$ cat config.mk
export PLATFORM = sky130hd
export DESIGN_NAME = mux_pipe_flat
export DESIGN_NICKNAME = d
export VERILOG_FILES = /design/src/rtl/mux_pipe_if.sv /design/src/rtl/mux_pipe.sv /design/src/flat_wrapper.sv
export SDC_FILE = /design/constraint.sdc
export NUM_CORES = 1
export LEC_CHECK = 0
export ABC_AREA = 1
export BUFFER_PORTS_ARGS = -buffer_cell sky130_fd_sc_hd__buf_2
export CAP_MARGIN = 15
export CORE_MARGIN = 4
export CORE_UTILIZATION = 50
export DETAILED_ROUTE_END_ITERATION = 8
export PLACE_DENSITY = 0.77
export SLEW_MARGIN = 10
export SYNTH_ARGS = -nofsm -noshare
export SYNTH_HDL_FRONTEND = slang
export SYNTH_HIERARCHICAL = 1
export SYNTH_SLANG_ARGS = --single-unit
$ cat constraint.sdc
create_clock -name clk -period 1.37 [get_ports clk]
set_clock_uncertainty 0.15 [all_clocks]
set_input_delay 0.137 -clock clk [delete_from_list [all_inputs] [get_ports clk]]
set_output_delay 0.137 -clock clk [all_outputs]
set_load 0.05 [all_outputs]
$ cat src/rtl/mux_pipe_if.sv
// mux_pipe_if: transaction bundle for the pipelined word multiplexer.
// Carries the packed input words, the word select, the ready/valid
// handshake on both sides and the selected output word.
interface mux_pipe_if #(
    parameter int N = 8,
    parameter int W = 2
);
    localparam int L = $clog2(N);

    logic [N*W-1:0] a;
    logic [L-1:0]   s;
    logic           in_valid;
    logic           in_ready;
    logic [W-1:0]   y;
    logic           out_valid;
    logic           out_ready;

    // Producer/consumer side: drives the words and select, consumes y.
    modport master (
        output a,
        output s,
        output in_valid,
        output out_ready,
        input  in_ready,
        input  y,
        input  out_valid
    );

    // Multiplexer side: accepts the words and select, presents y.
    modport slave (
        input  a,
        input  s,
        input  in_valid,
        input  out_ready,
        output in_ready,
        output y,
        output out_valid
    );
endinterface

$ cat src/rtl/mux_pipe.sv
// mux_pipe: N:1 word multiplexer built as a binary tree of L = log2(N)
// registered stages with a ready/valid handshake between every stage.
// Stage k halves the word count using select bit s[k] (LSB first) and
// carries the still-unused select bits s[L-1:k+1] along with its data,
// so a new transaction can enter every cycle. Per-stage ready is
// !valid || downstream ready, which lets empty stages (bubbles) fill up
// even while the consumer stalls.
module mux_pipe #(
    parameter int N = 8,
    parameter int W = 2
) (
    input  logic      clk,
    input  logic      rst,
    mux_pipe_if.slave bus
);
    localparam int L = $clog2(N);

    for (genvar k = 0; k < L; k++) begin : stage
        // Output words held by this stage and select bits still to be used.
        localparam int WO = (N >> (k + 1)) * W;
        localparam int SR = L - k - 1;

        logic [2*WO-1:0] d_in;
        logic            sel_bit;
        logic            v_in;
        logic            ready;
        logic            load;
        logic [WO-1:0]   mux_out;
        logic [WO-1:0]   data_q;
        logic            valid_q;

        // Stage 0 reads the bus directly; later stages read their predecessor.
        if (k == 0) begin : g_src
            assign d_in    = bus.a;
            assign sel_bit = bus.s[0];
            assign v_in    = bus.in_valid;
        end else begin : g_src
            assign d_in    = stage[k-1].data_q;
            assign sel_bit = stage[k-1].g_sel.sel_q[0];
            assign v_in    = stage[k-1].valid_q;
        end

        // The last stage is released by the consumer, others by the next stage.
        if (k == L - 1) begin : g_rdy
            assign ready = !valid_q || bus.out_ready;
        end else begin : g_rdy
            assign ready = !valid_q || stage[k+1].ready;
        end

        assign load = ready && v_in;

        // One 2:1 cell per bit per word pair: even word on d0, odd word on d1.
        for (genvar j = 0; j < WO / W; j++) begin : g_pair
            for (genvar b = 0; b < W; b++) begin : g_bit
                mux2_cell u_mux (
                    .d0  (d_in[(2*j)*W + b]),
                    .d1  (d_in[(2*j+1)*W + b]),
                    .sel (sel_bit),
                    .q   (mux_out[j*W + b])
                );
            end
        end

        // Valid flag follows the predecessor whenever this stage may advance.
        always_ff @(posedge clk or posedge rst) begin
            if (rst) begin
                valid_q <= 1'b0;
            end else if (ready) begin
                valid_q <= v_in;
            end
        end

        // Data only moves on a valid advance, so it keeps its last value when idle.
        always_ff @(posedge clk or posedge rst) begin
            if (rst) begin
                data_q <= '0;
            end else if (load) begin
                data_q <= mux_out;
            end
        end

        // Remaining select bits travel with the data; the last stage needs none.
        if (SR > 0) begin : g_sel
            logic [SR-1:0] sel_in;
            logic [SR-1:0] sel_q;

            if (k == 0) begin : g_ssrc
                assign sel_in = bus.s[L-1:1];
            end else begin : g_ssrc
                assign sel_in = stage[k-1].g_sel.sel_q[SR:1];
            end

            // Select bits load together with the data they steer.
            always_ff @(posedge clk or posedge rst) begin
                if (rst) begin
                    sel_q <= '0;
                end else if (load) begin
                    sel_q <= sel_in;
                end
            end
        end
    end

    assign bus.y         = stage[L-1].data_q;
    assign bus.out_valid = stage[L-1].valid_q;
    assign bus.in_ready  = stage[0].ready;
endmodule

// mux2_cell: single-bit 2:1 multiplexer; sel=0 passes d0, sel=1 passes d1.
module mux2_cell (
    input  logic d0,
    input  logic d1,
    input  logic sel,
    output logic q
);
    assign q = sel ? d1 : d0;
endmodule

$ cat src/flat_wrapper.sv
// flat-port wrapper written by rule: the top's interface ports become plain ports
module mux_pipe_flat 
#(
    parameter int N = 8,
    parameter int W = 2
)
  (clk, rst, bus_a, bus_s, bus_in_valid, bus_out_ready, bus_in_ready, bus_y, bus_out_valid);
  mux_pipe_if #(.N(N), .W(W)) bus_i ();
  input  logic clk;
  input  logic rst;
  input wire logic [$bits(bus_i.a)-1:0] bus_a;
  input wire logic [$bits(bus_i.s)-1:0] bus_s;
  input wire logic [$bits(bus_i.in_valid)-1:0] bus_in_valid;
  input wire logic [$bits(bus_i.out_ready)-1:0] bus_out_ready;
  output wire logic [$bits(bus_i.in_ready)-1:0] bus_in_ready;
  output wire logic [$bits(bus_i.y)-1:0] bus_y;
  output wire logic [$bits(bus_i.out_valid)-1:0] bus_out_valid;
  assign bus_i.a = bus_a;
  assign bus_i.s = bus_s;
  assign bus_i.in_valid = bus_in_valid;
  assign bus_i.out_ready = bus_out_ready;
  assign bus_in_ready = bus_i.in_ready;
  assign bus_y = bus_i.y;
  assign bus_out_valid = bus_i.out_valid;
  mux_pipe #(.N(N), .W(W)) u_core (.clk(clk), .rst(rst), .bus(bus_i));
endmodule
==> reports/results.txt, run 1 <==
The initial detailed-routing violation count is 13, and the net count after synthesis is 164. In this run the static leakage power is 0.7861 nW. The run finished with clean final reports. Final cycle utilization of the critical path: 0.9491. The die is 52.72 um wide. During placement, the flow inserted port buffers numbering 26. Setup violations remaining at the end of the flow were counted as 0. The initial antenna violation count came out at 0. By startpoint and endpoint, the worst setup path is classified as flip-flop to output port.

The average routed wire per standard cell came out at 9.581 um. The warning count from the yosys run was 6; the worst ir drop on vdd was 749.6 uV. For the register area share after synthesis, the log shows 0.5006. Setup repair after global routing left no endpoint under its margin. The data required time of the critical path was 1080 ps. Detailed routing inserted a total of 934 vias. The slew at the pin closest to its max-slew limit is 256.0 ps, and the clock transition at the registers of the reported paths is 110 ps. The tool flagged a number of max-cap violations equal to 0. In this run the power density over the cells is 1363 nW/um^2. The largest driver fanout on the critical path was 3.

The longest clock path from root to sink contains 2 buffers. Internal power comes to 1.077 mW. The ratio of cells with drive above 1 in the final layout is 0.2191, and the top achievable clock speed is 0.7690 GHz. The endpoint identified for the worst register-to-register timing path is u_core/stage[0].data_q[2]. For the number of antenna-violating nets in the routed design, the log shows 0. The worst path needs 1300 ps of the cycle, external delays included. TritonCTS created 3 clock buffers. The tools report the HPWL reported at the end of detailed placement as 1459 um. The number of detailed-route iterations in the first pass was 4. Relative area change from synthesis to final layout: 27.28%. The tools report the endpoint of the worst hold-timing path as u_core/stage[0].data_q[0]. Pin placement for this block handled 27 I/O pins.

In the final timing run, aggregate negative setup slack is 0 ps. The CTS sink count is 20. In the layout the commonest cells are nand2_1, buf_2, dfrtp_1, nand3_1, inv_1. After synthesis the netlist holds a flip-flop and latch count of 20.

The worst hold path passes through 5 cells. The die covers 2779 um^2. The total inserted antenna cells was 0. The global-route wire length before repair is 3429 um, and the count of final max-slew check failures is 0.

Launch instance of the worst register-to-register path: u_core/bus.out_valid. At the end of the flow, the number of nets in the layout was 202. STA classifies the critical path startpoint as a flip-flop. After global routing the overflow that remains totals 0. The run gives 0.8293 as the worst slew slack as a fraction of its limit. The initialized floorplan defines 15 standard-cell rows.

The fraction of power consumed by combinational cells is 0.353, and the global placement routability congestion is 0.7526. TritonCTS built the clock tree. The total area inside the core boundary comes to 1802 um^2. Clock latency on the worst-skew pair: 290 ps.

The height of the die came out at 52.72 um. In this run the register-to-register setup slack is 110 ps. Data on the critical path arrives at its endpoint at 1010 ps. The capturing element type of the critical path was an output port.

In this run the power spent charging and discharging nets is 0.6566 mW. The post-synth design cell area is 999.7 um^2. The run gives 0.5549 as the initial cell density of the core. Counting distinct cell types in the post-synthesis netlist gives 9. The run gives 141 as the synthesized netlist cell count. The launch point of the worst hold path was bus_a[0]. The final count of hold timing violations is 0.

The logs give 875 for the via count of the first global-routing pass and 14.65 ps for the worst hold margin. The pin count of the biggest net entering global routing was 21. The logs give 0.1650 for the total track usage and 0 for the final routed DRC violation total.

The share of total power consumed by net switching came out at 0.3786. Clock tree root buffer cell: clkbuf_4. The logs give 0.487 for the sequential cell fraction of total power and 1945 um for the overall routed net length. For the worst flop-to-flop path, the logic depth is 5. Dividing the synthesized area by the synthesized cell count gives 7.090 um^2.

The run gives 0.160 as the clock network power share. Leaving out fill and tap cells, the most frequent cell in the layout is nand2_1. In this run the worst hold path is classified as input pin to flip-flop. Level count of the clock H-tree: 1.

After detailed routing, the number of vias per cell comes to 4.601.
## worst max-delay path by stage
stage                                 start                        endpoint  slack, ps  cells past startpoint
finish                 u_core/bus.out_valid                    bus_in_ready         70                      2
global placement    u_core/stage[1].valid_q       u_core/stage[0].data_q[1]        180                      4
CTS                    u_core/bus.out_valid                    bus_in_ready         60                      2
detailed placement  u_core/stage[1].valid_q       u_core/stage[0].data_q[2]        120                      4
global route           u_core/bus.out_valid                    bus_in_ready          5                      2
floorplan              u_core/bus.out_valid  u_core/stage[0].g_sel.sel_q[0]         40                      4
## power groups by stage
stage | clock network [mW] | logic [mW] | registers, mW
6_report | 0.278 | 0.613 | 0.844
5_1_grt | 0.309 | 0.681 | 0.867
4_1_cts | 0.285 | 0.610 | 0.845
3_5_place_dp | 0 | 0.545 | 0.857
3_3_place_gp | 0 | 0.536 | 0.849
2_1_floorplan | 0 | 0.291 | 0.953
## metrics by stage
| stage | utilization | cells | total power, mW | setup WS (ps) | cell area [um^2] |
|---|---|---|---|---|---|
| 2_1_floorplan | - | 141 | 1.244 | 37.87 | 1001 |
| 3_3_place_gp | 0.6493 | 193 | 1.385 | 180.9 | 1170 |
| 3_5_place_dp | 0.6493 | 193 | 1.402 | 121.4 | 1170 |
| 4_1_cts | 0.7035 | 203 | 1.740 | 62.45 | 1267 |
| 5_1_grt | 0.7063 | 203 | 1.857 | 4.671 | 1272 |
| 6_report | 0.7063 | 203 | 1.734 | 69.69 | 1272 |
## cell usage after synthesis (all sizes together)
master | count | area (um^2)
buf | 3 | 22.52
dfrtp | 20 | 500.5
inv | 16 | 60.06
nand2 | 83 | 314.1
nand3 | 18 | 90.09
nand4 | 1 | 12.51
## critical path: stages, from the launching register on
cell and delay, ps:
dfrtp_2 450, nand4_4 120, buf_8 150
## cell type report
cell class	count	area, um^2
fillers	153	529.3
inverters	16	60.06
repair buffers	36	222.7
clock buffers	4	26.28
well taps	25	31.28
flip-flops and latches	20	501.7
multi-input cells	102	430.4
## kinds of logic after synthesis
| group | after synthesis | share of synthesized area |
|---|---|---|
| buffers and inverters | 19 | 0.08260 |
| flip-flops | 20 | 0.5006 |
| AND/OR/NAND/NOR | 102 | 0.4168 |
## flip-flops by register name, indices dropped and copies added, names as in the netlist
register,cells
u_core/stage.valid_q,2
u_core/bus.y,2
u_core/stage.g_sel.sel_q,3
u_core/stage.data_q,12
u_core/bus.out_valid,1
## per-layer routing
| metal | global-route usage | part of all wire | vias up |
|---|---|---|---|
| met4 | 0.06383 | 0.0062 | 0 |
| met3 | 0.01709 | 0.063 | 2 |
| met1 | 0.1802 | 0.42 | 404 |
| li1 | - | - | 500 |
| met2 | 0.3182 | 0.51 | 28 |
| met5 | 0 | 0 | - |
## what timing repair did
| action | 4_1_cts | 5_1_grt |
|---|---|---|
| resized for setup | 4 | 1 |
| hold endpoints to repair | 22 | 0 |
| buffers inserted | 3 | 0 |
| hold buffers | 3 | 0 |
| pin swaps | 1 | 0 |
| endpoints found under the setup margin | 1 | 2 |
Note: power is estimated with default switching activity, not from simulation.
==> run 2, diff against run 1 <==
--- a/config.mk
+++ b/config.mk
@@ -11,9 +11,8 @@
 export CORE_MARGIN = 4
 export CORE_UTILIZATION = 50
 export DETAILED_ROUTE_END_ITERATION = 8
-export PLACE_DENSITY = 0.77
+export PLACE_DENSITY_LB_ADDON = 0.2
 export SLEW_MARGIN = 10
 export SYNTH_ARGS = -nofsm -noshare
 export SYNTH_HDL_FRONTEND = slang
-export SYNTH_HIERARCHICAL = 1
 export SYNTH_SLANG_ARGS = --single-unit
==> run 2 against run 1 <==
Against the previous run: register-to-register slack worse by 70 ps; global-route usage is 1.2 points higher; clock power about the same; via count fell by 0.86%; synthesized cell count fell by 6.4%; design area fell by 1.7%; critical endpoint unchanged.
==> reports/results.txt, run 2 <==
The run finished with clean final reports. The multiplexer area fraction after synthesis is 0, and the biggest cell delay along the critical path is 440 ps. The run gives 180 as the cell count after placement.

TritonCTS built the clock tree. Detailed routing inserted a total of 926 vias. The average routed wire per standard cell works out to 10.24 um. In this run the top signal layer used is met4.

STA classifies the critical path startpoint as a flip-flop. At the placement stage, the worst setup path has a slack of 180.9 ps. After synthesis, the largest family of logic cells by area is simple AND/OR/NAND/NOR gates. The fraction of registers with async set or reset after synthesis was 1.000; the slew at the pin closest to its max-slew limit was 247.1 ps. The ratio of cells with drive above 1 in the final layout is 0.2367, and the amount of wire on met2 after detailed routing is 972 um. The run gives 0.6636 as the global placement routability congestion.

In this run the core area contains 15 standard-cell rows. Counting flops per register, the top entry is u_core.stage.data_q. The root buffer cell chosen for the clock tree is clkbuf_4. In the routed layout, each cell is associated on average with a via count of 4.773. For the length of routed met3 wiring, the log shows 103 um. The tools report the die area as 2735 um^2.

The logs give 0 for the final count of hold timing violations and 862.3 uV for the worst ir drop on vdd. Detailed placement ended at an HPWL of 1449 um. The tools report the internal power as 1.078 mW.

The first detailed-routing pass took 4 iterations. Summed over all nets, the switching power comes to 0.6658 mW. Entering global routing, the biggest net connects 21 pins. The most critical setup path has its startpoint at u_core.stage[1].valid_q. After detailed routing, the total wire length is 1986 um. The initial detailed-routing violation count is 10, and the minimum setup slack in the final design is 17.77 ps. Ranked by instance count, the synthesized netlist is headed by nand2_1, dfrtp_1, inv_1. The synthesized area divided by synthesized cell count came out at 7.431 um^2. The tools report the worst-case register-to-register setup slack as 40 ps.

STA classifies the critical path endpoint as an output port. Relative to the synthesized area, the layout overhead comes to 27.55%. The tightest min-delay check is of the input pin to flip-flop type. For the non-filler instance count after layout, the log shows 194.

The adder and majority cell fraction of the synthesized area was 0. The tools report the top achievable clock speed as 0.7395 GHz. The largest area contributor in the netlist is dfrtp_1. Launch point of the worst hold path: bus_a[10]. The shortest period the worst path allows works out to 1352 ps. The run gives 0.494 as the sequential cell fraction of total power. Port buffering added 26 buffers.

For the met1 routed wirelength after detailed routing, the log shows 822 um. The total inserted antenna cells came out at 0. The proportion of netlist area held by the largest area contributor was 0.5102; the fraction of power consumed by combinational cells was 0.347. Counting along the longest clock path gives a buffer depth of 2.

Highest-delay cell along the critical path: dfrtp_1. The via count of the first global-routing pass came out at 823. The register with the most flip-flops in the layout has 12 of them. The level count of the clock H-tree is 1. The die extent in x was 52.30 um. Clock latency on the worst-skew pair, taken at its later pin, is 300 ps. Counting every instance in the synthesized netlist gives 132. The max-cap violation count was 0. The first global-routing pass estimated 3436 um of wire. The synthesized design contains 0 enable-type register cells. 27 I/O pins were placed. Dividing total power by cell area gives a power density of 1393 nW/um^2.

Setup repair after global routing could not meet its margin everywhere. After clock tree synthesis, the clock-pin slew on the worst setup and hold paths is 100 ps. The largest registers in the layout are u_core.stage.data_q: 12 flops, u_core.stage.g_sel.sel_q: 3 flops. Counting the buffers created by CTS gives 3.

Yosys instantiated no cell more often than nand2_1. Summing every instance area after synthesis gives 980.9 um^2. The library cell used most frequently in the layout, excluding fill and tap cells, is nand2_1.

The register area share after synthesis is 0.5102. The run gives 0.1769 as the total track usage. The simple logic cell fraction of the synthesized area was 0.3533. The run gives 0 as the initial antenna violation count.

In the layout the commonest cells are nand2_1, buf_2, dfrtp_1, inv_1, nand3_1. The complex-gate fraction of the synthesized area was 0.04592; the number of distinct library cells after synthesis was 11. Startpoint-to-endpoint class of the critical path: flip-flop to output port. The detail route stage leaves a number of antenna-violating nets equal to 0. In this run the critical register-to-register path is launched from u_core.stage[1].valid_q. Height of the die: 52.30 um. The Yosys step of the flow raised 0 warnings.

Synthesis inferred 20 register bits. For this run, the leading register cell type out of synthesis is dfrtp_1. Data arrival time at the worst-slack endpoint: 1070 ps. The logs give 0.5502 for the initial cell density of the core and 155 for the net count after synthesis. After synthesis, the cell types taking the most area are dfrtp_1, nand2_1, nand3_1, inv_1, o21ai_0. The critical path goes through nand4_4 -> buf_8.

For the clock network power share, the log shows 0.160. The share of total power consumed by net switching came out at 0.3819. Summed over all layers, the global routing overflow is 0.

The logs give 0.7211 nW for the cell leakage power and 1783 um^2 for the core footprint. The final layout contains 193 nets. The worst slew slack as a fraction of its limit was 0.8352; the parity-gate share of the synthesized area counting xor and xnor cells was 0.

In the routed design, unresolved DRC markers number 0. In this run the worst path has a maximum fanout of 3. The count of final max-slew check failures was 0; the final cycle utilization of the critical path was 0.9870. Setup violations remaining at the end of the flow were counted as 0. Clock tree synthesis found a total of 20 sinks. Data on the critical path is required at its endpoint by 1080 ps.
-- run 2: routing by layer --
layer  up-vias  track usage
li1        478            -
met1       411       0.1909
met2        30       0.3079
met3         7      0.01994
met4         0       0.1404
met5         -            0
-- run 2: logic make-up (layout without fill, tap and decap cells) --
logic type,after synthesis,count (layout)
buffers and inverters,18,55
flip-flops,20,20
AO/OA/AOI/OAI,9,9
AND/OR/NAND/NOR,85,85
-- run 2: worst paths after layout --
path | cells past startpoint | end
setup / recovery | 2 | bus_in_ready
hold / removal | 5 | u_core.stage[0].data_q[4]
setup reg to reg | 6 | u_core.stage[1].data_q[2]
hold reg to reg | 2 | u_core.stage[0].data_q[1]
max in group asynchronous | 4 | u_core.bus.out_valid
min in group asynchronous | 4 | u_core.bus.y[1]
-- run 2: metrics by stage --
| step | TNS (ps) | area [um^2] | utilization | power (mW) | hold slack [ps] |
|---|---|---|---|---|---|
| floorplan | 0 | 982.2 | - | 1.267 | -49.24 |
| global placement | 0 | 1119 | 0.6274 | 1.385 | 16.17 |
| detailed placement | 0 | 1119 | 0.6274 | 1.406 | 17.54 |
| CTS | 0 | 1225 | 0.6870 | 1.735 | 0.002026 |
| global route | -36.42 | 1251 | 0.7018 | 1.880 | 12.76 |
| finish | 0 | 1251 | 0.7018 | 1.743 | 9.453 |
-- run 2: final cells by class --
cell class	count	area, um^2
Fill cell	158	531.8
Sequential cell	20	501.7
Multi-Input combinational cell	94	400.4
Timing Repair Buffer	38	242.7
Inverter	13	48.80
Tap cell	25	31.28
Clock buffer	4	26.28
-- run 2: power groups by stage --
stage / Sequential, mW / Clock [mW] / Combinational [mW]
global route: 0.876 / 0.322 / 0.683
finish: 0.861 / 0.278 / 0.605
global placement: 0.854 / 0 / 0.531
floorplan: 0.966 / 0 / 0.301
CTS: 0.854 / 0.293 / 0.589
detailed placement: 0.862 / 0 / 0.544
-- run 2: repair_timing --
item                                   4_1_cts  5_1_grt
endpoints found under the hold margin       24        0
hold buffers                                 5        0
setup endpoints to repair                    1        1
setup buffers                                2        3
resized for setup                            3        1
-- run 2: worst max-delay path: cells and delay by family, from the launching register on --
| family | cells | cell delay, ps |
|---|---|---|
| buffers and inverters | 1 | 180 |
| AND/OR/NAND/NOR | 1 | 150 |
| flip-flops | 1 | 440 |
